**config.mk**
```make
export PLATFORM = sky130hd
export DESIGN_NAME = seq_stream_ctrl
export DESIGN_NICKNAME = d
export VERILOG_FILES = /design/src/rtl/seq_stream_ctrl_pkg.sv /design/src/rtl/seq_stream_ctrl_tick_gen.sv /design/src/rtl/seq_stream_ctrl.sv
export SDC_FILE = /design/constraint.sdc
export NUM_CORES = 1
export LEC_CHECK = 0
export ABC_AREA = 1
export CORE_ASPECT_RATIO = 1.4
export CORE_UTILIZATION = 55
export DETAILED_ROUTE_END_ITERATION = 16
export GPL_ROUTABILITY_DRIVEN = 0
export PLACE_DENSITY = 0.86
export SLEW_MARGIN = 20
export SYNTH_ARGS = -nofsm -noshare
export SYNTH_HDL_FRONTEND = slang
export SYNTH_SLANG_ARGS = --single-unit
export TNS_END_PERCENT = 20
```
**constraint.sdc**
```tcl
create_clock -name clk -period 3.92 [get_ports clk]
set_input_delay 0.392 -clock clk [delete_from_list [all_inputs] [get_ports clk]]
set_output_delay 0.392 -clock clk [all_outputs]
set_load 0.02 [all_outputs]
```
**src/rtl/seq_stream_ctrl_pkg.sv**
```systemverilog
// Shared types and default constants for the sequence-detector stream controller.
// The state encodings are fixed so that debug probes read the same values across builds.
package seq_stream_ctrl_pkg;

  typedef enum logic [1:0] {
    ST_IDLE = 2'd0,
    ST_RUN  = 2'd1,
    ST_DONE = 2'd2
  } state_t;

  localparam int DEF_TICK_DIV = 25_000_000;
  localparam int DEF_PAT_LEN  = 16;
  localparam int DEF_CNT_W    = 8;

endpackage

```
**src/rtl/seq_stream_ctrl_tick_gen.sv**
```systemverilog
// Bit-period timer: counts 0..TICK_DIV-1 while enabled and flags the terminal count.
// Dropping en clears the count, so every run starts on a full period.
module seq_tick_gen
  import seq_stream_ctrl_pkg::*;
#(
  parameter int TICK_DIV = DEF_TICK_DIV
) (
  input  logic clk,
  input  logic reset,
  input  logic en,
  output logic tick
);

  localparam int CW = (TICK_DIV > 1) ? $clog2(TICK_DIV) : 1;
  localparam logic [CW-1:0] TERM = CW'(TICK_DIV - 1);

  logic [CW-1:0] cnt_q;

  always_ff @(posedge clk) begin
    if (!reset || !en) begin
      cnt_q <= '0;
    end else if (cnt_q == TERM) begin
      cnt_q <= '0;
    end else begin
      cnt_q <= cnt_q + CW'(1);
    end
  end

  assign tick = en && (cnt_q == TERM);

endmodule

```
**src/rtl/seq_stream_ctrl.sv**
```systemverilog
// Stream controller: serialises a stored pattern MSB-first, one bit per TICK_DIV cycles,
// and counts rising edges of the detector output while a pass is in flight.
module seq_stream_ctrl
  import seq_stream_ctrl_pkg::*;
#(
  parameter int TICK_DIV = DEF_TICK_DIV,
  parameter int PAT_LEN  = DEF_PAT_LEN,
  parameter int CNT_W    = DEF_CNT_W
) (
  input  logic               clk,
  input  logic               reset,
  input  logic               start,
  input  logic               stop,
  input  logic               loop_en,
  input  logic               pattern_load,
  input  logic [PAT_LEN-1:0] pattern_in,
  input  logic               detected,
  output logic               seq_bit,
  output logic               seq_valid,
  output logic               busy,
  output logic               done,
  output logic [CNT_W-1:0]   det_count
);

  localparam int IDX_W = (PAT_LEN > 1) ? $clog2(PAT_LEN) : 1;
  localparam logic [IDX_W-1:0] LAST_IDX = IDX_W'(PAT_LEN - 1);

  state_t             state_q, state_d;
  logic [PAT_LEN-1:0] pattern_q;
  logic [PAT_LEN-1:0] shift_q;
  logic [IDX_W-1:0]   bit_idx_q;
  logic               seq_valid_q;
  logic               det_p1;
  logic [CNT_W-1:0]   cnt_q;

  logic tick;
  logic in_run;
  logic start_ok;
  logic last_bit;
  logic abort;
  logic adv;
  logic wrap;
  logic pass_end;
  logic det_edge;

  function automatic logic [CNT_W-1:0] sat_inc(input logic [CNT_W-1:0] v);
    return (&v) ? v : v + CNT_W'(1);
  endfunction

  seq_tick_gen #(
    .TICK_DIV (TICK_DIV)
  ) u_tick (
    .clk   (clk),
    .reset (reset),
    .en    (in_run),
    .tick  (tick)
  );

  always_ff @(posedge clk) begin
    if (!reset) begin
      state_q <= ST_IDLE;
    end else begin
      state_q <= state_d;
    end
  end

  always_comb begin
    state_d = state_q;
    case (state_q)
      ST_IDLE: if (start && !stop) state_d = ST_RUN;
      ST_RUN: begin
        if (stop) begin
          state_d = ST_IDLE;
        end else if (tick && last_bit && !loop_en) begin
          state_d = ST_DONE;
        end
      end
      ST_DONE: state_d = ST_IDLE;
      default: state_d = ST_IDLE;
    endcase
  end

  always_comb begin
    in_run   = (state_q == ST_RUN);
    busy     = in_run;
    done     = (state_q == ST_DONE);
    last_bit = (bit_idx_q == LAST_IDX);
    start_ok = (state_q == ST_IDLE) && start && !stop;
    abort    = in_run && stop;
    adv      = in_run && !stop && tick;
    wrap     = adv && last_bit && loop_en;
    pass_end = adv && last_bit && !loop_en;
    det_edge = detected && !det_p1 && (in_run || done);
  end

  // Serialiser: the shift register MSB is the line; it is zeroed whenever RUN is left.
  always_ff @(posedge clk) begin
    if (!reset) begin
      pattern_q   <= '0;
      shift_q     <= '0;
      bit_idx_q   <= '0;
      seq_valid_q <= 1'b0;
    end else begin
      seq_valid_q <= 1'b0;
      if ((state_q == ST_IDLE) && pattern_load) begin
        pattern_q <= pattern_in;
      end
      if (start_ok) begin
        shift_q     <= pattern_load ? pattern_in : pattern_q;
        bit_idx_q   <= '0;
        seq_valid_q <= 1'b1;
      end else if (abort || pass_end) begin
        shift_q   <= '0;
        bit_idx_q <= '0;
      end else if (wrap) begin
        shift_q     <= pattern_q;
        bit_idx_q   <= '0;
        seq_valid_q <= 1'b1;
      end else if (adv) begin
        shift_q     <= {shift_q[PAT_LEN-2:0], 1'b0};
        bit_idx_q   <= bit_idx_q + IDX_W'(1);
        seq_valid_q <= 1'b1;
      end
    end
  end

  // Detection counter: one-cycle history for edge detect, saturating increment.
  always_ff @(posedge clk) begin
    if (!reset) begin
      det_p1 <= 1'b0;
      cnt_q  <= '0;
    end else begin
      det_p1 <= detected;
      if (start_ok) begin
        cnt_q <= '0;
      end else if (det_edge) begin
        cnt_q <= sat_inc(cnt_q);
      end
    end
  end

  assign seq_bit   = shift_q[PAT_LEN-1];
  assign seq_valid = seq_valid_q;
  assign det_count = cnt_q;

endmodule

```
==> summary.md <==
| Metric | Value |
|---|---|
| Outcome | `complete, no violations` |
| Min-delay src | `u_tick.cnt_q[0]$_SDFF_PP0_` |
| Die Y | `about 100 um` |
| Ys Warns | `0` |
| Worst-Margin Slew | `0.8840 ns` |
| Post-synth top area share | `a little over a third` |
| Routed Antenna Nets | `0` |
| Mapped Area | `~4100 um^2` |
| CTS tree | `yes` |
| Cells after synthesis | `around 630` |
| Clock transition at the registers of the reported paths | `~0.07 ns` |
| Buffer count from post-CTS setup fixing | `0` |
| Slowest-stage cell, CP | `nand3_1` |
| Number of synthesized flops with an enable pin | `0` |
| Primary FF master, synth | `dfxtp_1` |
| Endpoints failing hold | `0` |
| Detailed Place HPWL | `6834 um` |
| Setup CP Type | `reg -> reg` |
| Post-CTS Hold Buffers | `0` |
| Arr. time, crit path | `about 2.8 ns` |
| Grt ovf | `0` |
| Vias after detailed routing | `roughly 4100` |
| Worst reg2reg path depth | `10` |
| Cells along the critical path | `ha_1 -> nand3_1 -> nor2_1 -> nand2_1 -> nor2_4 -> inv_1 -> nand3_1 -> inv_1 -> o21ai_0 -> a21oi_1` |
| Hold WC Path Type | `reg -> reg` |
| Crit share post-route | `between 60% and 70%` |
| Gr usage total | `roughly a quarter` |
| FF-to-FF Start | `u_tick.cnt_q[0]$_SDFF_PP0_` |
| Worst reg2reg setup slack | `1.40 ns` |
| FFs w/ async S/R, synth | `0%` |
| Clk sinks | `73` |
| Critical path peak fanout | `21` |
| Multi-input gate area | `about 2100 um^2` |
| Final max-slew violation count | `0` |
| Core Area | `approximately 7300 um^2` |
| Tmin final | `around 2.5 ns` |
| Area leader, netlist | `dfxtp_1` |
| Clock buffer depth | `2` |
| Die ar. | `7846 um^2` |
| Setup Viol. Count Final | `0` |
| Vias per inst | `between 5 and 6` |
| Worst R2R End | `u_tick.cnt_q[9]$_SDFF_PP0_` |
| Syn_nets | `between 600 and 700` |
| Post-route cell area | `4673 um^2` |
| Max IR drop VDD | `around 0.00025 V` |
| DRC viols | `0` |
| Most common cell in the netlist | `nand2_1` |
| Leakage | `approximately 0.0019 uW` |
| Crit path max-delay family | `simple AND/OR/NAND/NOR gates` |
| H-tree depth | `3` |
| Placed Area | `around 4500 um^2` |
| Share of the yosys chip area belonging to registers | `a little over a third` |
| Max Clk Rate | `397.3 MHz` |
| Input/output buffers | `34` |
| Register area | `1461 um^2` |
| Layout Skew | `between 0.009 and 0.01 ns` |
| Vias in the first global route | `roughly 3800` |
| Power Dens Cells | `approximately 350 nW/um^2` |
| WP buf/inv | `2` |
| TritonCTS buffer count | `9` |
| FF+latch count, synth | `between 70 and 80` |
| CP Depth | `10` |
| I/O Pins | `35` |
| Cell depth of the worst min-delay path | `1` |
| Post-synth top cells | `148 x nand2_1, 100 x inv_1, 73 x dfxtp_1` |
| Hold Path End | `u_tick.cnt_q[0]$_SDFF_PP0_` |
| DRT Wirelength | `between 9000 and 10000 um` |
| Worst Setup Start Kind | `flip-flop` |
| Initial antenna violation count | `0` |
| Worst path max stage delay | `0.62 ns` |
| Layout cell share with drive strength beyond 1 | `about 7.6%` |
| Worst Setup End Kind | `flip-flop` |
| Largest cells by area after synthesis | `dfxtp_1 35%, nand2_1 13%, inv_1 9.1%` |
| Starting density of the core | `a little under three fifths` |
| # resized after CTS | `0` |
| Root buffer cell | `clkbuf_8` |
| Cell Rows | `37` |
| ANT cells | `0` |
| Max-slew headroom | `approximately 41%` |
| Mean Syn Cell Area | `6.550 um^2` |
| RSZ-0062 raised after global routing | `no` |
| Layout area overhead | `13.42%` |
| 1st-iter DRT viols | `between 200 and 250` |
| Clk_lat worst skew | `approximately 0.36 ns` |
| Largest net degree at the start of global routing | `38` |
| Minimum hold slack | `approximately 0.45 ns` |
| First-pass GRT wire length | `15900 um` |
| Pre-antenna DRT Iters | `5` |
| Fillcell total | `around 670` |
| Max Cap Violations | `0` |
| Fin Setup TNS | `0 ns` |
| Layout Nets | `~680` |
| Req. time, crit path | `around 4.2 ns` |
| Cell variety after synth | `34` |
| Die extent in x | `75.15 um` |
| Avg WL per Cell | `about 13 um` |
| CP Launch Point | `u_tick.cnt_q[0]$_SDFF_PP0_` |
[worst max path at each step]
stage	endpoint	slack, ns
floorplan	shift_q[0]$_SDFFE_PN0P_	2.11
global placement	bit_idx_q[2]$_SDFFE_PP0N_	1.28
detailed placement	bit_idx_q[3]$_SDFFE_PP0N_	1.22
CTS	u_tick.cnt_q[9]$_SDFF_PP0_	1.40
global route	u_tick.cnt_q[18]$_SDFF_PP0_	1.11
finish	u_tick.cnt_q[9]$_SDFF_PP0_	1.40
[layer usage]
layer	global-route usage (%)	vias up	share of wire (%)
li1	-	2084	-
met1	28.81	1843	41
met2	44.08	106	53
met3	6.298	25	4.2
met4	12.43	0	2.5
met5	0	-	0
[sequential cells by signal (all words and copies together) (netlist names)]
| register | flops |
|---|---|
| bit_idx_q | 4 |
| det_count | 8 |
| det_p1 | 1 |
| pattern_q | 16 |
| seq_valid | 1 |
| shift_q | 16 |
| state_q | 2 |
| u_tick.cnt_q | 25 |
[final cells by class]
cell class / instances / share of cell area, %
multi-input combinational: 430 / 45.89
sequential: 73 / 31.27
inverter: 102 / 8.193
timing repair buffer: 38 / 7.925
clock buffer: 14 / 3.909
tap: 97 / 2.597
clock inverter: 2 / 0.2142
[stage by stage]
stage                     power [uW]  worst slack [ns]  util (%)  std cells
final                           1645             1.403     63.89        756
after global routing            1720             1.107     63.89        756
after CTS                       1650             1.400     63.89        756
after detailed placement        1079             1.224     61.26        740
after global placement          1068             1.279     61.26        740
after floorplan                 1007             2.108         -        629
[kinds of logic (layout without fill, tap and decap cells)]
kind of cell / Yosys count / count (layout) / share of synthesized area [%]
simple gates: 305 / 305 / 34.86
fa+ha+maj: 6 / 6 / 1.822
flops: 73 / 73 / 35.47
compound gates: 115 / 115 / 14.39
xor+xnor: 4 / 4 / 0.8504
buf+inv: 126 / 156 / 12.60
[layout by cell type, fill, tap and decap left out, types with 6 or more instances in the layout]
master,n
nand4_1,34
a21oi_1,61
nand3_1,40
nor2_1,41
ha_1,6
nor3_1,11
nand2_2,8
clkbuf_8,13
clkdlybuf4s50_1,34
o21ai_0,47
dfxtp_1,73
nand2_1,148
inv_1,100
[where the power goes]
group	leakage, uW	switching, uW	internal (uW)
logic	0.00121	165	101
registers	0.000595	14.1	785
clock network	0.000102	282	298
(Power assumes the default switching activity.)
